<file path="config.mk">
export PLATFORM = sky130hd
export DESIGN_NAME = muldiv_hilo_flat
export DESIGN_NICKNAME = d
export VERILOG_FILES = /design/src/rtl/muldiv_hilo_if.sv /design/src/rtl/muldiv_hilo.sv /design/src/flat_wrapper.sv
export SDC_FILE = /design/constraint.sdc
export NUM_CORES = 1
export LEC_CHECK = 0
export CORE_ASPECT_RATIO = 0.7
export CORE_MARGIN = 2
export CORE_UTILIZATION = 58
export DETAILED_ROUTE_END_ITERATION = 7
export PLACE_DENSITY = 0.82
export SETUP_SLACK_MARGIN = 0.3
export SYNTH_ARGS = -nofsm -noshare
export SYNTH_HDL_FRONTEND = slang
export SYNTH_SLANG_ARGS = --single-unit
</file>
<file path="constraint.sdc">
create_clock -name clk -period 4.25 [get_ports clk]
set_input_delay 1.0625 -clock clk [delete_from_list [all_inputs] [get_ports clk]]
set_output_delay 1.0625 -clock clk [all_outputs]
set_load 0.02 [all_outputs]
</file>
<file path="src/rtl/muldiv_hilo_if.sv">
// Handshake and HI/LO bus of the multiply/divide unit; the issuing stage is the
// master and muldiv_hilo is the slave.
interface muldiv_hilo_if;
   logic        start;
   logic [1:0]  op;
   logic [31:0] a;
   logic [31:0] b;
   logic        hi_we;
   logic        lo_we;
   logic [31:0] wdata;
   logic        busy;
   logic        done;
   logic        dbz;
   logic [31:0] hi;
   logic [31:0] lo;

   modport master (
      output start, op, a, b, hi_we, lo_we, wdata,
      input  busy, done, dbz, hi, lo
   );

   modport slave (
      input  start, op, a, b, hi_we, lo_we, wdata,
      output busy, done, dbz, hi, lo
   );
endinterface

</file>
<file path="src/rtl/muldiv_hilo.sv">
// Iterative MULT/MULTU/DIV/DIVU unit owning the HI/LO pair (one bit per cycle).
// Define MULDIV_FAST_MUL_EN to use a single-cycle combinational multiplier for MULT/MULTU.
module muldiv_hilo #(
   parameter int ITER = 32
) (
   input logic         clk,
   input logic         rst_n,
   muldiv_hilo_if.slave bus
);

   localparam int CW = $clog2(ITER);

   typedef enum logic [1:0] {
      S_IDLE = 2'd0,
      S_RUN  = 2'd1,
      S_FIX  = 2'd2
   } state_t;

   state_t          state_q, state_d;
   logic [CW-1:0]   cnt_q, cnt_d;
   logic            is_div_q, is_div_d;
   logic [63:0]     acc_q, acc_d;
   logic [31:0]     rem_q, rem_d;
   logic [31:0]     opb_q, opb_d;
   logic            neg_res_q, neg_res_d;
   logic            neg_rem_q, neg_rem_d;
   logic            bzero_q, bzero_d;
   logic [31:0]     hi_q, hi_d;
   logic [31:0]     lo_q, lo_d;
   logic            done_q, done_d;
   logic            dbz_q, dbz_d;

   // Operand preparation: signed ops work on magnitudes and remember the signs.
   logic        in_signed;
   logic        a_neg, b_neg;
   logic [31:0] a_mag, b_mag;

   assign in_signed = ~bus.op[0];
   assign a_neg     = in_signed & bus.a[31];
   assign b_neg     = in_signed & bus.b[31];
   assign a_mag     = a_neg ? (~bus.a + 32'd1) : bus.a;
   assign b_mag     = b_neg ? (~bus.b + 32'd1) : bus.b;

   // Iteration datapath: acc_q low half is the multiplier / dividend shift register.
   logic [32:0] mul_sum;
   logic [32:0] div_shift;
   logic [32:0] div_trial;

   assign mul_sum   = {1'b0, acc_q[63:32]} + {1'b0, (acc_q[0] ? opb_q : 32'd0)};
   assign div_shift = {rem_q, acc_q[31]};
   assign div_trial = div_shift - {1'b0, opb_q};

   // Sign fix-up of the finished result.
   logic [63:0] prod_mag;
   logic [63:0] prod_fix;
   logic [31:0] quot_fix;
   logic [31:0] rem_fix;

`ifdef MULDIV_FAST_MUL_EN
   assign prod_mag = {32'd0, acc_q[31:0]} * {32'd0, opb_q};
`else
   assign prod_mag = acc_q;
`endif
   assign prod_fix = neg_res_q ? (~prod_mag + 64'd1) : prod_mag;
   assign quot_fix = neg_res_q ? (~acc_q[31:0] + 32'd1) : acc_q[31:0];
   assign rem_fix  = neg_rem_q ? (~rem_q + 32'd1) : rem_q;

   always_comb begin
      // NOTE: every signal gets its hold/default value first so no path through the case infers a latch.
      state_d   = state_q;
      cnt_d     = cnt_q;
      is_div_d  = is_div_q;
      acc_d     = acc_q;
      rem_d     = rem_q;
      opb_d     = opb_q;
      neg_res_d = neg_res_q;
      neg_rem_d = neg_rem_q;
      bzero_d   = bzero_q;
      hi_d      = hi_q;
      lo_d      = lo_q;
      done_d    = 1'b0;
      dbz_d     = 1'b0;

      unique case (state_q)
         S_IDLE: begin
            if (bus.hi_we) hi_d = bus.wdata;
            if (bus.lo_we) lo_d = bus.wdata;
            if (bus.start) begin
               is_div_d  = bus.op[1];
               acc_d     = {32'd0, a_mag};
               opb_d     = b_mag;
               rem_d     = 32'd0;
               neg_res_d = a_neg ^ b_neg;
               neg_rem_d = a_neg;
               bzero_d   = (bus.b == 32'd0);
               cnt_d     = '0;
               state_d   = S_RUN;
`ifdef MULDIV_FAST_MUL_EN
               if (!bus.op[1]) state_d = S_FIX;
`endif
            end
         end

         S_RUN: begin
            if (is_div_q) begin
               if (div_trial[32]) begin
                  rem_d = div_shift[31:0];
                  acc_d = {acc_q[63:32], acc_q[30:0], 1'b0};
               end else begin
                  rem_d = div_trial[31:0];
                  acc_d = {acc_q[63:32], acc_q[30:0], 1'b1};
               end
            end else begin
               acc_d = {mul_sum, acc_q[31:1]};
            end
            cnt_d = cnt_q + CW'(1);
            if (cnt_q == CW'(ITER - 1)) state_d = S_FIX;
         end

         S_FIX: begin
            if (is_div_q) begin
               // With a zero divisor every trial succeeds: remainder is |a|, which the
               // dividend-sign fix turns back into the original a.
               hi_d  = rem_fix;
               lo_d  = bzero_q ? 32'hFFFF_FFFF : quot_fix;
               dbz_d = bzero_q;
            end else begin
               hi_d = prod_fix[63:32];
               lo_d = prod_fix[31:0];
            end
            done_d  = 1'b1;
            state_d = S_IDLE;
         end

         default: state_d = S_IDLE;
      endcase
   end

   // NOTE: state is updated with non-blocking assignments so every flop samples pre-edge values.
   always_ff @(posedge clk or negedge rst_n) begin
      if (!rst_n) begin
         state_q   <= S_IDLE;
         cnt_q     <= '0;
         is_div_q  <= 1'b0;
         acc_q     <= '0;
         rem_q     <= '0;
         opb_q     <= '0;
         neg_res_q <= 1'b0;
         neg_rem_q <= 1'b0;
         bzero_q   <= 1'b0;
         hi_q      <= '0;
         lo_q      <= '0;
         done_q    <= 1'b0;
         dbz_q     <= 1'b0;
      end else begin
         state_q   <= state_d;
         cnt_q     <= cnt_d;
         is_div_q  <= is_div_d;
         acc_q     <= acc_d;
         rem_q     <= rem_d;
         opb_q     <= opb_d;
         neg_res_q <= neg_res_d;
         neg_rem_q <= neg_rem_d;
         bzero_q   <= bzero_d;
         hi_q      <= hi_d;
         lo_q      <= lo_d;
         done_q    <= done_d;
         dbz_q     <= dbz_d;
      end
   end

   assign bus.busy = (state_q != S_IDLE);
   assign bus.done = done_q;
   assign bus.dbz  = dbz_q;
   assign bus.hi   = hi_q;
   assign bus.lo   = lo_q;

endmodule

</file>
<file path="src/flat_wrapper.sv">
// flat-port wrapper written by rule: the top's interface ports become plain ports
module muldiv_hilo_flat 
#(
   parameter int ITER = 32
)
  (clk, rst_n, bus_start, bus_op, bus_a, bus_b, bus_hi_we, bus_lo_we, bus_wdata, bus_busy, bus_done, bus_dbz, bus_hi, bus_lo);
  muldiv_hilo_if bus_i ();
  input logic clk;
  input logic rst_n;
  input wire logic [$bits(bus_i.start)-1:0] bus_start;
  input wire logic [$bits(bus_i.op)-1:0] bus_op;
  input wire logic [$bits(bus_i.a)-1:0] bus_a;
  input wire logic [$bits(bus_i.b)-1:0] bus_b;
  input wire logic [$bits(bus_i.hi_we)-1:0] bus_hi_we;
  input wire logic [$bits(bus_i.lo_we)-1:0] bus_lo_we;
  input wire logic [$bits(bus_i.wdata)-1:0] bus_wdata;
  output wire logic [$bits(bus_i.busy)-1:0] bus_busy;
  output wire logic [$bits(bus_i.done)-1:0] bus_done;
  output wire logic [$bits(bus_i.dbz)-1:0] bus_dbz;
  output wire logic [$bits(bus_i.hi)-1:0] bus_hi;
  output wire logic [$bits(bus_i.lo)-1:0] bus_lo;
  assign bus_i.start = bus_start;
  assign bus_i.op = bus_op;
  assign bus_i.a = bus_a;
  assign bus_i.b = bus_b;
  assign bus_i.hi_we = bus_hi_we;
  assign bus_i.lo_we = bus_lo_we;
  assign bus_i.wdata = bus_wdata;
  assign bus_busy = bus_i.busy;
  assign bus_done = bus_i.done;
  assign bus_dbz = bus_i.dbz;
  assign bus_hi = bus_i.hi;
  assign bus_lo = bus_i.lo;
  muldiv_hilo #(.ITER(ITER)) u_core (.clk(clk), .rst_n(rst_n), .bus(bus_i));
endmodule
</file>
==> qor.txt <==
clk_lat worst skew - 0.54 ns
biggest area consumer among synthesized cells - dfrtp_1
Worst Setup SP - u_core.acc_q[14]
fmax - 261.1 MHz
full die area - 28,550 um2
CP max FO - 8
DR pass1 iterations - 6
routed len/inst - 21.48 um
P_sw - 7.863 mW
Die X - 201.1 um
RSZ-0062 raised after global routing - false
Clk pwr share - 12.9%
CP max stage delay - 0.63 ns
largest net degree at the start of global routing - 124
Min-Delay Startpoint - u_core.bus.lo[9]
CP Data Arrival Time - 4.24 ns
diode count - 0
share of the synthesized area in the top cell type - 32.52%
maximum vdd ir drop - 502.8 uV
Pint - 8.141 mW
Area growth syn-to-layout - 17.70%
Least-Margin Pin Slew - 1.134 ns
Startpoint Class - register
YS warnings - 0
skew final - 0.01677 ns
Layout fillers - 2,169
Max transition margin - 24.13%
CTS sink count - 205
first-pass GRT wire length - 80,960 um
slowest CP cell - or4_1
Flop pwr share - 27.1%
sw frac - 49.13%
Clk pin slew, worst setup/hold paths - 0.06 ns
Seq cells post-synth - 205
I/O pin total - 170
Initial Util - 59.05%
TNS Setup - 0 ns
initial antenna violation count - 1
Unique masters post-synth - 70
Reg2Reg Depth - 8
Seq/Total Area, Yosys - 32.52%
Slew Viols, Final - 0
run status - finished, final reports clean
MaxCap Viol Count - 0
final instance area - 18,570 um2
Port Buffers - 169
fin nets - 2,233
vias in the first global route - 14,160
Crit. path cell count - 8
vias per inst - 6.407
worst path required time - 4.66 ns
hold path depth - 2
Avg Inst Size Synth - 8.140 um2
DR iter-0 viols - 1,727
top post-synthesis cells by area - dfrtp_1 (33%), o21ai_0 (6.6%), nand2_1 (6.0%)
dominant synthesized flop cell - dfrtp_1
r2r setup slk - 0.42 ns
Row Count - 50
WHS - 0.4733 ns
fraction of layout cells with a size suffix above 1 - 4.732%
fin worst setup slack - 0.4205 ns
total CTS buffers - 23
critical path endpoint category - register
via count of the routed design - 15,600
FFs w/ async S/R, synth - 100.0%
CP dominant cell by count - or4_4
CTS tree - done
pwr/cell area - 862.0 nW/um2
leading cell types by count after synthesis - nand2_1 (253), o21ai_0 (207), dfrtp_1 (205)
grt total ovfl - 0
DRT Wirelength - 52,310 um
Post-synth EDFFs - 0
Combinational Power Share - 60.0%
Post-DRT Antenna Nets - 0
worst r2r src - u_core.acc_q[14]
family with the most delay on the worst path - simple AND/OR/NAND/NOR gates
fin crit period - 3.829 ns
die height - 142.0 um
endpoints failing setup - 0
Sequential cell area - 5134 um2
count leader, synth - nand2_1
Clock Root Buffer - clkbuf_16
final hold vios - 0
core box area - 26,710 um2
synthesized area - 15,780 um2
hold-fix buffers at CTS - 0
syn_nets - 2,113
hpwl dp - 40,410 um
Crit Path Category - register to register
cells after synthesis - 1,938
overall global routing resource usage - 36.15%
Area after DPL - 17,770 um2
CTS Buffer Depth - 3
CP Buf/Inv Count - 0
DR DRC count - 0
GPL Wtd Cong - 0.9869
CP Cell Sequence - or4_4 -> or4_4 -> or4_1 -> nor2_1 -> nand4_1 -> o311ai_0 -> o41ai_1 -> a221o_1
H-tree levels - 1
Min-Delay Path Class - register to register
Setup WS pre-CTS - 0.2209 ns
Leak - 7.826 nW
final worst-path cycle share - 90.10%
Multi-input gate area - 9995 um2
Pwr Total - 16.00 mW
[state kept, by name, indices dropped and copies added, names as in the netlist]
signal and count:
u_core.neg_res_q 1, u_core.neg_rem_q 1, u_core.is_div_q 1, u_core.cnt_q 5
u_core.acc_q 64, u_core.opb_q 32, u_core.bus.dbz 1, u_core.bus.lo 32
u_core.rem_q 32, u_core.state_q 2, u_core.bus.hi 32, u_core.bzero_q 1
u_core.bus.done 1
[cell families (layout without fill, tap and decap cells)]
family | Yosys count | in the layout | share of synthesized area, %
AO/OA/AOI/OAI | 617 | 617 | 25.08
XOR/XNOR | 190 | 190 | 10.55
adder cells (fa/ha/maj) | 72 | 72 | 5.806
multiplexers | 59 | 59 | 3.744
flip-flops | 205 | 205 | 32.52
AND/OR/NAND/NOR | 621 | 621 | 18.02
buffers and inverters | 174 | 307 | 4.283
[cell type report]
type / instances / area share (%)
Clock inverter: 6 / 0.5796
Inverter: 63 / 1.294
Sequential cell: 205 / 27.65
Timing Repair inverter: 1 / 0.02696
Clock buffer: 32 / 3.444
Tap cell: 364 / 2.453
Multi-Input combinational cell: 1559 / 53.83
Timing Repair Buffer: 205 / 10.72
[layer usage]
metal | up-vias | routed length, um | GRT usage, %
li1 | 7228 | - | -
met1 | 7388 | 23090 | 53.35
met2 | 905 | 20850 | 50.52
met3 | 79 | 7394 | 13.78
met4 | 2 | 914 | 6.238
met5 | - | 58 | 0
[cells in the final DEF (no fill, tap or decap), types with 15 or more instances in the layout]
master / n
inv_1: 61
ha_1: 70
nand2b_1: 34
a21oi_1: 116
o211ai_1: 31
nor2_1: 158
o31ai_1: 39
nand3_1: 27
clkbuf_16: 23
nor2b_1: 15
xnor2_1: 92
dfrtp_1: 202
mux2i_1: 59
nor3_1: 27
a21o_1: 42
or3_1: 26
a211oi_1: 22
o21a_1: 17
a31oi_1: 22
o221ai_1: 17
clkdlybuf4s50_1: 168
xor2_1: 98
buf_4: 34
nand2_1: 252
o21ai_0: 207
o41ai_1: 21
[per-stage QoR]
stage | std cells | util (%)
finish | 2435 | 69.50
global route | 2435 | 69.50
CTS | 2431 | 69.32
detailed placement | 2393 | 66.52
global placement | 2393 | 66.52
floorplan | 1938 | -
[power groups by stage]
stage          clock network [mW]  logic, mW  registers (mW)
3_3_place_gp                    0       9.00            4.22
5_1_grt                      2.15       10.4            4.41
4_1_cts                      2.08       9.32            4.23
3_5_place_dp                    0       9.25            4.26
2_1_floorplan                   0       6.47            3.96
6_report                     2.07       9.60            4.33
[path summary, 6_finish.rpt]
check | endpoint
max | u_core.bus.hi[28]
min | u_core.bus.lo[9]
max reg2reg | u_core.bus.hi[28]
min reg2reg | u_core.bus.lo[9]
max in group asynchronous | u_core.acc_q[55]
min in group asynchronous | u_core.bus.done
[repair_timing]
item,CTS,global route
gates resized for setup,0,6
setup buffers,0,3
endpoints found under the setup margin,0,42
[worst reg2reg max path, cell delays in order, from the launching register on]
cell      delay (ns)
dfrtp_1         0.44
or4_4           0.58
or4_4           0.45
or4_1           0.63
nor2_1          0.31
nand4_1         0.39
o311ai_0        0.46
o41ai_1         0.15
a221o_1         0.30
(Power assumes the default switching activity.)
